## config.mk

```make
export PLATFORM = sky130hd
export DESIGN_NAME = rom_burst_arbiter_flat
export DESIGN_NICKNAME = d
export VERILOG_FILES = /design/src/rtl/rom_burst_arbiter_if.sv /design/src/rtl/rom_burst_arbiter.sv /design/src/flat_wrapper.sv
export SDC_FILE = /design/constraint.sdc
export NUM_CORES = 1
export LEC_CHECK = 0
export CAP_MARGIN = 25
export CORE_MARGIN = 5
export CORE_UTILIZATION = 35
export DETAILED_ROUTE_END_ITERATION = 8
export PLACE_DENSITY = 0.83
export SETUP_SLACK_MARGIN = 0.4
export SLEW_MARGIN = 20
export SYNTH_ARGS = -nofsm -noshare
export SYNTH_HDL_FRONTEND = slang
export SYNTH_SLANG_ARGS = --single-unit
```

## constraint.sdc

```tcl
create_clock -name clk -period 5.2 [get_ports clk]
set_clock_uncertainty 0.15 [all_clocks]
set_input_delay 1.04 -clock clk [delete_from_list [all_inputs] [get_ports clk]]
set_output_delay 1.04 -clock clk [all_outputs]
set_load 0.01 [all_outputs]
```

## src/rtl/rom_burst_arbiter_if.sv

```systemverilog
// Bus bundle for rom_burst_arbiter: two burst request/response ports plus the ROM macro pins.
// The arbiter uses the slave modport; requesters and the ROM model drive the master side.
interface rom_burst_arbiter_if #(
  parameter int ADDR_W = 12,
  parameter int DATA_W = 32,
  parameter int LEN_W  = 4
);
  logic              req0_valid;
  logic [ADDR_W-1:0] req0_addr;
  logic [LEN_W-1:0]  req0_len;
  logic              req0_ready;
  logic [DATA_W-1:0] rsp0_data;
  logic              rsp0_valid;
  logic              rsp0_last;
  logic              rsp0_ready;

  logic              req1_valid;
  logic [ADDR_W-1:0] req1_addr;
  logic [LEN_W-1:0]  req1_len;
  logic              req1_ready;
  logic [DATA_W-1:0] rsp1_data;
  logic              rsp1_valid;
  logic              rsp1_last;
  logic              rsp1_ready;

  logic [DATA_W-1:0] ROM_out;
  logic              ROM_read;
  logic              ROM_enable;
  logic [ADDR_W-1:0] ROM_address;

  modport slave (
    input  req0_valid, req0_addr, req0_len, rsp0_ready,
    input  req1_valid, req1_addr, req1_len, rsp1_ready,
    input  ROM_out,
    output req0_ready, rsp0_data, rsp0_valid, rsp0_last,
    output req1_ready, rsp1_data, rsp1_valid, rsp1_last,
    output ROM_read, ROM_enable, ROM_address
  );

  modport master (
    output req0_valid, req0_addr, req0_len, rsp0_ready,
    output req1_valid, req1_addr, req1_len, rsp1_ready,
    output ROM_out,
    input  req0_ready, rsp0_data, rsp0_valid, rsp0_last,
    input  req1_ready, rsp1_data, rsp1_valid, rsp1_last,
    input  ROM_read, ROM_enable, ROM_address
  );
endinterface

```

## src/rtl/rom_burst_arbiter.sv

```systemverilog
// Shares a 1-cycle-latency ROM between two burst requesters, arbitrating whole bursts.
// Define ROM_ARB_PRIO_EN for fixed priority (port 0 wins); default is round-robin.
module rom_burst_arbiter #(
  parameter int ADDR_W = 12,
  parameter int DATA_W = 32,
  parameter int LEN_W  = 4
) (
  input  logic clk,
  input  logic rst,
  rom_burst_arbiter_if.slave bus
);

  typedef enum logic [1:0] {IDLE, FIRST, STREAM} state_t;

  state_t            state_q, state_d;
  logic              owner_q, owner_d;
  logic [ADDR_W-1:0] base_q, base_d;
  logic [LEN_W-1:0]  len_q, len_d;
  logic [LEN_W-1:0]  cnt_q, cnt_d;
  logic              rom_en_q, rom_en_d;
  logic              rsp_valid_q, rsp_valid_d;
`ifndef ROM_ARB_PRIO_EN
  logic              rr_q, rr_d;
`endif

  logic              grant0, grant1;
  logic              owner_ready;
  logic              beat_hs;
  logic              is_last;
  logic              advance;
  logic [ADDR_W-1:0] addr_off;

  assign owner_ready = owner_q ? bus.rsp1_ready : bus.rsp0_ready;
  assign beat_hs     = rsp_valid_q & owner_ready;
  assign is_last     = (cnt_q == len_q);
  assign advance     = beat_hs & ~is_last;

  // On a stalled beat the current address is re-read so ROM_out holds the same word.
  assign addr_off        = ADDR_W'(cnt_q) + ADDR_W'(advance);
  assign bus.ROM_address = base_q + addr_off;
  assign bus.ROM_read    = rom_en_q;
  assign bus.ROM_enable  = rom_en_q;

  assign bus.req0_ready = grant0;
  assign bus.req1_ready = grant1;
  assign bus.rsp0_data  = bus.ROM_out;
  assign bus.rsp1_data  = bus.ROM_out;
  assign bus.rsp0_valid = rsp_valid_q & ~owner_q;
  assign bus.rsp1_valid = rsp_valid_q &  owner_q;
  assign bus.rsp0_last  = bus.rsp0_valid & is_last;
  assign bus.rsp1_last  = bus.rsp1_valid & is_last;

  always_comb begin
    state_d     = state_q;
    owner_d     = owner_q;
    base_d      = base_q;
    len_d       = len_q;
    cnt_d       = cnt_q;
    rom_en_d    = rom_en_q;
    rsp_valid_d = rsp_valid_q;
`ifndef ROM_ARB_PRIO_EN
    rr_d        = rr_q;
`endif
    grant0      = 1'b0;
    grant1      = 1'b0;

    case (state_q)
      IDLE: begin
        if (!rst) begin
`ifdef ROM_ARB_PRIO_EN
          grant0 = bus.req0_valid;
          grant1 = bus.req1_valid & ~bus.req0_valid;
`else
          if (bus.req0_valid && bus.req1_valid) begin
            grant0 = ~rr_q;
            grant1 =  rr_q;
          end else begin
            grant0 = bus.req0_valid;
            grant1 = bus.req1_valid;
          end
`endif
        end
        if (grant0 || grant1) begin
          owner_d  = grant1;
          base_d   = grant1 ? bus.req1_addr : bus.req0_addr;
          len_d    = grant1 ? bus.req1_len  : bus.req0_len;
          cnt_d    = '0;
          rom_en_d = 1'b1;
          state_d  = FIRST;
`ifndef ROM_ARB_PRIO_EN
          rr_d     = ~grant1;
`endif
        end
      end
      FIRST: begin
        rsp_valid_d = 1'b1;
        state_d     = STREAM;
      end
      STREAM: begin
        if (beat_hs) begin
          if (is_last) begin
            rsp_valid_d = 1'b0;
            rom_en_d    = 1'b0;
            state_d     = IDLE;
          end else begin
            cnt_d = cnt_q + 1'b1;
          end
        end
      end
      default: begin
        rsp_valid_d = 1'b0;
        rom_en_d    = 1'b0;
        state_d     = IDLE;
      end
    endcase
  end

  always_ff @(posedge clk) begin
    if (rst) begin
      state_q     <= IDLE;
      owner_q     <= 1'b0;
      base_q      <= '0;
      len_q       <= '0;
      cnt_q       <= '0;
      rom_en_q    <= 1'b0;
      rsp_valid_q <= 1'b0;
`ifndef ROM_ARB_PRIO_EN
      rr_q        <= 1'b0;
`endif
    end else begin
      state_q     <= state_d;
      owner_q     <= owner_d;
      base_q      <= base_d;
      len_q       <= len_d;
      cnt_q       <= cnt_d;
      rom_en_q    <= rom_en_d;
      rsp_valid_q <= rsp_valid_d;
`ifndef ROM_ARB_PRIO_EN
      rr_q        <= rr_d;
`endif
    end
  end

endmodule

```

## src/flat_wrapper.sv

```systemverilog
// flat-port wrapper written by rule: the top's interface ports become plain ports
module rom_burst_arbiter_flat 
#(
  parameter int ADDR_W = 12,
  parameter int DATA_W = 32,
  parameter int LEN_W  = 4
)
  (clk, rst, bus_req0_valid, bus_req0_addr, bus_req0_len, bus_rsp0_ready, bus_req1_valid, bus_req1_addr, bus_req1_len, bus_rsp1_ready, bus_ROM_out, bus_req0_ready, bus_rsp0_data, bus_rsp0_valid, bus_rsp0_last, bus_req1_ready, bus_rsp1_data, bus_rsp1_valid, bus_rsp1_last, bus_ROM_read, bus_ROM_enable, bus_ROM_address);
  rom_burst_arbiter_if #(.ADDR_W(ADDR_W), .DATA_W(DATA_W), .LEN_W(LEN_W)) bus_i ();
  input  logic clk;
  input  logic rst;
  input wire logic [$bits(bus_i.req0_valid)-1:0] bus_req0_valid;
  input wire logic [$bits(bus_i.req0_addr)-1:0] bus_req0_addr;
  input wire logic [$bits(bus_i.req0_len)-1:0] bus_req0_len;
  input wire logic [$bits(bus_i.rsp0_ready)-1:0] bus_rsp0_ready;
  input wire logic [$bits(bus_i.req1_valid)-1:0] bus_req1_valid;
  input wire logic [$bits(bus_i.req1_addr)-1:0] bus_req1_addr;
  input wire logic [$bits(bus_i.req1_len)-1:0] bus_req1_len;
  input wire logic [$bits(bus_i.rsp1_ready)-1:0] bus_rsp1_ready;
  input wire logic [$bits(bus_i.ROM_out)-1:0] bus_ROM_out;
  output wire logic [$bits(bus_i.req0_ready)-1:0] bus_req0_ready;
  output wire logic [$bits(bus_i.rsp0_data)-1:0] bus_rsp0_data;
  output wire logic [$bits(bus_i.rsp0_valid)-1:0] bus_rsp0_valid;
  output wire logic [$bits(bus_i.rsp0_last)-1:0] bus_rsp0_last;
  output wire logic [$bits(bus_i.req1_ready)-1:0] bus_req1_ready;
  output wire logic [$bits(bus_i.rsp1_data)-1:0] bus_rsp1_data;
  output wire logic [$bits(bus_i.rsp1_valid)-1:0] bus_rsp1_valid;
  output wire logic [$bits(bus_i.rsp1_last)-1:0] bus_rsp1_last;
  output wire logic [$bits(bus_i.ROM_read)-1:0] bus_ROM_read;
  output wire logic [$bits(bus_i.ROM_enable)-1:0] bus_ROM_enable;
  output wire logic [$bits(bus_i.ROM_address)-1:0] bus_ROM_address;
  assign bus_i.req0_valid = bus_req0_valid;
  assign bus_i.req0_addr = bus_req0_addr;
  assign bus_i.req0_len = bus_req0_len;
  assign bus_i.rsp0_ready = bus_rsp0_ready;
  assign bus_i.req1_valid = bus_req1_valid;
  assign bus_i.req1_addr = bus_req1_addr;
  assign bus_i.req1_len = bus_req1_len;
  assign bus_i.rsp1_ready = bus_rsp1_ready;
  assign bus_i.ROM_out = bus_ROM_out;
  assign bus_req0_ready = bus_i.req0_ready;
  assign bus_rsp0_data = bus_i.rsp0_data;
  assign bus_rsp0_valid = bus_i.rsp0_valid;
  assign bus_rsp0_last = bus_i.rsp0_last;
  assign bus_req1_ready = bus_i.req1_ready;
  assign bus_rsp1_data = bus_i.rsp1_data;
  assign bus_rsp1_valid = bus_i.rsp1_valid;
  assign bus_rsp1_last = bus_i.rsp1_last;
  assign bus_ROM_read = bus_i.ROM_read;
  assign bus_ROM_enable = bus_i.ROM_enable;
  assign bus_ROM_address = bus_i.ROM_address;
  rom_burst_arbiter #(.ADDR_W(ADDR_W), .DATA_W(DATA_W), .LEN_W(LEN_W)) u_core (.clk(clk), .rst(rst), .bus(bus_i));
endmodule
```

### Word level (Yosys, flattened, before mapping)

Index checks and enable logic that the tools add are counted.

| storage, ports and cells | value |
|---|---|
| register bits | 26 |
| input bits | 70 |
| output and inout port bits | 84 |
| logic and storage cells | 63 |

| operators by class | value |
|---|---|
| $add $sub $neg | 3 |
| equality and inequality tests | 7 |
| mux-type cells | 24 |
| bitwise gates (word level) | 12 |
| reductions and logical operators | 9 |

Operators with widths:

| kind | number |
|---|---|
| $mux 4 | 4 |
| $add 12x12->12 | 1 |
| $mux 1 | 12 |
| $mux 12 | 1 |
| $pmux 4 s2 | 1 |
| $reduce_and 4->1 | 2 |
| $and 1x1->1 | 6 |
| $mux 2 | 3 |
| $ne 2x1->1 const B | 3 |
| $not 1->1 | 6 |
| $pmux 1 s3 | 2 |
| $pmux 2 s3 | 1 |
| $reduce_and 3->1 | 2 |
| $add 4x1->5 | 1 |
| $add 4x1->4 const B | 1 |
| $eq 4x4->1 | 1 |
| $eq 2x1->1 const B | 1 |
| $eq 2x2->1 const B | 1 |
| $logic_not 2->1 | 1 |
| $ne 2x2->1 const B | 1 |
| $reduce_and 2->1 | 1 |
| $reduce_bool 2->1 | 1 |
| $logic_and 1x1->1 | 1 |
| $logic_or 1x1->1 | 1 |

### Longest topological paths before layout

| logic depth | value |
|---|---|
| depth in word-level cells | 7 |
| gate-level depth with buffers | 13 |
| mapped depth without buffers | 12 |

### Least setup slack after synthesis

Ideal clock, no wire load.

| timing path | value |
|---|---|
| path kind | input to output |
| start point | input bus_rsp1_ready |
| end point | output bus_ROM_address[10] |
| data arrival time | 3.349 ns |
| data required time | 4.010 ns |
| path slack | 0.661 ns |
| stages on the path | 12 |
| buffers on the path | 0 |
| cells stage by stage | mux2_2 -> nand2_1 -> nor2_1 -> ha_1 -> ha_1 -> inv_1 -> fa_1 -> nor2b_1 -> o21ai_0 -> a21boi_0 -> o2111ai_1 -> xnor2_1 |

| between the ends | value |
|---|---|
| word-level cells in the longest chain between the ends | 5 |

RTL lines:

| what | RTL line | text |
|---|---|---|
| from (decl) | flat_wrapper.sv:19 | `input wire logic [$bits(bus_i.rsp1_ready)-1:0] bus_rsp1_ready;` |
| $mux 1 | rom_burst_arbiter.sv:33 | `assign owner_ready = owner_q ? bus.rsp1_ready : bus.rsp0_ready;` |
| $and 1x1->1 | rom_burst_arbiter.sv:34 | `assign beat_hs = rsp_valid_q & owner_ready;` |
| $and 1x1->1 | rom_burst_arbiter.sv:36 | `assign advance = beat_hs & ~is_last;` |
| $add 4x1->5 | rom_burst_arbiter.sv:39 | `assign addr_off = ADDR_W'(cnt_q) + ADDR_W'(advance);` |
| $add 12x12->12 | rom_burst_arbiter.sv:40 | `assign bus.ROM_address = base_q + addr_off;` |
| to (decl) | flat_wrapper.sv:31 | `output wire logic [$bits(bus_i.ROM_address)-1:0] bus_ROM_address;` |

Every way passes these cells.

### Worst setup path after layout

| timing path | value |
|---|---|
| start point | input bus_rsp0_ready |
| end point | output bus_ROM_address[10] |

| between the ends | value |
|---|---|
| word-level cells in the longest chain between the ends | 5 |

RTL lines:

| what | RTL line | text |
|---|---|---|
| from (decl) | flat_wrapper.sv:15 | `input wire logic [$bits(bus_i.rsp0_ready)-1:0] bus_rsp0_ready;` |
| $mux 1 | rom_burst_arbiter.sv:33 |  |
| $and 1x1->1 | rom_burst_arbiter.sv:34 |  |
| $and 1x1->1 | rom_burst_arbiter.sv:36 |  |
| $add 4x1->5 | rom_burst_arbiter.sv:39 |  |
| $add 12x12->12 | rom_burst_arbiter.sv:40 |  |

Every way passes these cells.

==> results.md <==
* Status: complete, no violations
* Cell taking the most area after synthesis: dfxtp_1
* Clk slew on worst S/H paths at 100 ps
* DR iter-0 viols at 40
* Fill cells at about 550
* Crit path largest cell delay at around 380 ps
* Post-synth EDFFs at 0
* Critical path arrival at between 3000 and 4000 ps
* Initial Util at roughly 36%
* Port Buf Inserts at between 50 and 60
* Setup CP Type: primary input to primary output
* CP startpoint kind: primary input
* LEAKAGE at 1.045 nW
* Synth Net Count at between 300 and 400
* Reg area at about 520 µm²
* Hold slack at ~360 ps
* Number of synthesis warnings at 0
* Register bit total from synthesis at 26
* # diodes at 0
* Final Hold Violating Endpoints at 0
* RSZ-0062 raised after global routing: no
* Max Fclk at between 200 and 250 MHz
* Num CTS Buffers at 3
* Root buf cell: clkbuf_8
* CTS tree: yes
* Vias in the first global route at roughly 1700
* Syn_area_per_cell at 8.411 µm²
* Fin crit share at between 80% and 90%
* Synth cell count leaders: 66 x buf_4, 26 x dfxtp_1, 25 x nor2_1
* Yosys top cell area share at 24.56%
* Asr flop ratio synth at 0%
* Clock latency on the worst-skew pair at about 270 ps
* Most common cell in the netlist: buf_4
* Final core occ at 42.58%
* Clock Sinks at 26
* Area of the core at between 0.005 and 0.006 mm²
* Die footprint at 0.007712 mm²
* Sequential area share after synthesis at 24.56%
* Share of layout cells above drive strength 1 at about a fifth
* Slowest-stage cell, CP: fa_2
* Hold Crit Class: register to register
* Critical Path RT at between 4000 and 5000 ps
* Footprint of the multi-input gates at ~0.0011 mm²
* Initial antenna violation count at 0
* Synth Cell Area at around 0.0021 mm²
* Slew headroom at around 45%
* Cell mode on critical path: ha_4
* Via density at 4.846
* Nature of the critical path endpoint: primary output
* Clock Path Buffers at 2
* Routed WL at ~4.7 mm
* Cts-stage hold buffer count at 0
* Fin nets at approximately 340
* Global-route wire length before repair at about 7.7 mm
* Post-synthesis cell type count at 42
* Rows at 28
* Worst-margin pin slew at ~830 ps
* # DRC at 0
* Layout area overhead at 18.95%
* Setup TNS at 0 ps
* GRT Total Usage at 12.29%
* Largest net degree at the start of global routing at 28
* Drt pass-1 iters at 4
* Minimum clock period at approximately 4600 ps
* Grt ovf at 0
* Top cells by area, synth: dfxtp_1 25%, buf_4 23%, mux2i_1 6.1%, ha_1 5.3%, a211oi_1 4.6%
* Post-Synthesis Cells at about 250
* H-tree Lvls at 1
* Hpwl dp at 3.526 mm
* Ys flop type: dfxtp_1
* Avg WL per Cell at 14.08 µm
* Final Max Tran Viols at 0
* Die width at approximately 88 µm
* Pwr Density at around 220 mW/mm²
* Vias at 1609
* Number of nets with antenna violations after routing at 0
* Final Setup Violations at 0
* CP cell instances: dlymetal6s2s_1 > mux2_4 > nand2_4 > nor2_4 > ha_4 > ha_4 > inv_2 > fa_2 > nor2b_4 > o21ai_2 > a21boi_2 > buf_4 > o2111ai_4 > xnor2_2 > buf_2
* I/O pin cnt at approximately 150
* Largest fanout on the critical path at 2
* Die H at 87.82 µm
* GP Congestion at between 0.7 and 0.8
* Max-Cap Viols at 0
* VDD IR max at about 120 µV
[placed cells by master, fill, tap and decap left out, types with 2 or more instances in the layout]
| cell type | count |
|---|---|
| clkbuf_8 | 3 |
| a31oi_1 | 2 |
| nor3_1 | 3 |
| dfxtp_1 | 26 |
| xnor2_1 | 6 |
| nand2_1 | 10 |
| xor2_1 | 9 |
| buf_4 | 17 |
| and3_1 | 3 |
| nor2_2 | 2 |
| nor2b_1 | 2 |
| a21oi_1 | 10 |
| and2_2 | 2 |
| nor2_1 | 24 |
| mux2i_1 | 13 |
| clkdlybuf4s50_1 | 45 |
| o21ai_0 | 2 |
| ha_1 | 6 |
| buf_2 | 7 |
| inv_1 | 6 |
| ha_4 | 3 |
| a22oi_1 | 3 |
| nand3_1 | 3 |
| and2_1 | 2 |
| mux2_4 | 2 |
| dlygate4sd2_1 | 2 |
| inv_2 | 2 |
| a211oi_1 | 13 |
| dlymetal6s2s_1 | 2 |
| nand3b_1 | 4 |
| o21ai_2 | 4 |
[metal layers]
metal	part of all wire, %	global-route usage (%)
met4	3.4	7.113
met1	39	14.50
met2	51	20.34
met5	0	0
met3	6.4	2.822
[critical path: cells and delay by family]
| kind | cells | cell delay [ps] |
|---|---|---|
| AO/OA/AOI/OAI | 3 | 380 |
| XOR/XNOR | 1 | 170 |
| adder cells (fa/ha/maj) | 3 | 810 |
| buffers and inverters | 4 | 470 |
| multiplexers | 1 | 280 |
| AND/OR/NAND/NOR | 3 | 250 |
[area by class of cell]
cell class              instances  share of cell area, %
repair buffers                 74                  26.40
flip-flops and latches         26                  20.65
multi-input cells             145                  45.21
inverters                       8                  1.191
clock inverters                 1                  1.191
well taps                      75                  3.722
clock buffers                   3                  1.638
[cell families (layout without fill, tap and decap cells)]
family	Yosys count	in the layout	share of synthesized area (%)
and+or+nand+nor	66	66	16.77
buffers and inverters	81	86	26.68
DFF	26	26	24.56
adders and majority gates	10	10	6.258
AOI/OAI and AO/OA	38	38	11.75
xor gates and xnor gates	16	16	6.612
muxes	15	15	7.379
[through the flow]
step / instance area (µm²) / instances / setup slack (ps) / total power [W]
after global routing: 2521 / 332 / 485.7 / 0.0005887
final: 2521 / 332 / 596.8 / 0.0005584
after detailed placement: 2323 / 321 / -489.1 / 0.0003887
after CTS: 2466 / 330 / 333.1 / 0.0005569
after floorplan: 2120 / 252 / 661.3 / 0.0003631
after global placement: 2323 / 321 / -349.5 / 0.0003852
[flip-flops by register name, indices dropped and copies added (netlist names)]
signal	count
u_core.len_q	4
u_core.bus.ROM_enable	1
u_core.rsp_valid_q	1
u_core.state_q	2
u_core.cnt_q	4
u_core.owner_q	1
u_core.rr_q	1
u_core.base_q	12
[path summary, 6_finish.rpt]
kind / start / to / slack (ps) / cells past startpoint
worst max-delay path: bus_rsp0_ready / bus_ROM_address[10] / 600 / 15
worst min-delay path: u_core.rr_q / u_core.rr_q / 360 / 2
worst max register to register: u_core.cnt_q[3] / u_core.cnt_q[0] / 3240 / 6
worst min register to register: u_core.rr_q / u_core.rr_q / 360 / 2
[repair_timing]
| action | 4_1_cts | 5_1_grt |
|---|---|---|
| setup endpoints to repair | 10 | 9 |
| resized for setup | 50 | 10 |
| setup buffers | 5 | 2 |
| pin swaps | 8 | 7 |
[where the power goes]
part | switching [W] | internal (W)
registers | 0.0000190 | 0.000216
logic | 0.0000682 | 0.0000838
clock network | 0.0000682 | 0.000103
total | 0.000155 | 0.000403
No activity file was read; power rests on OpenSTA's default activity.
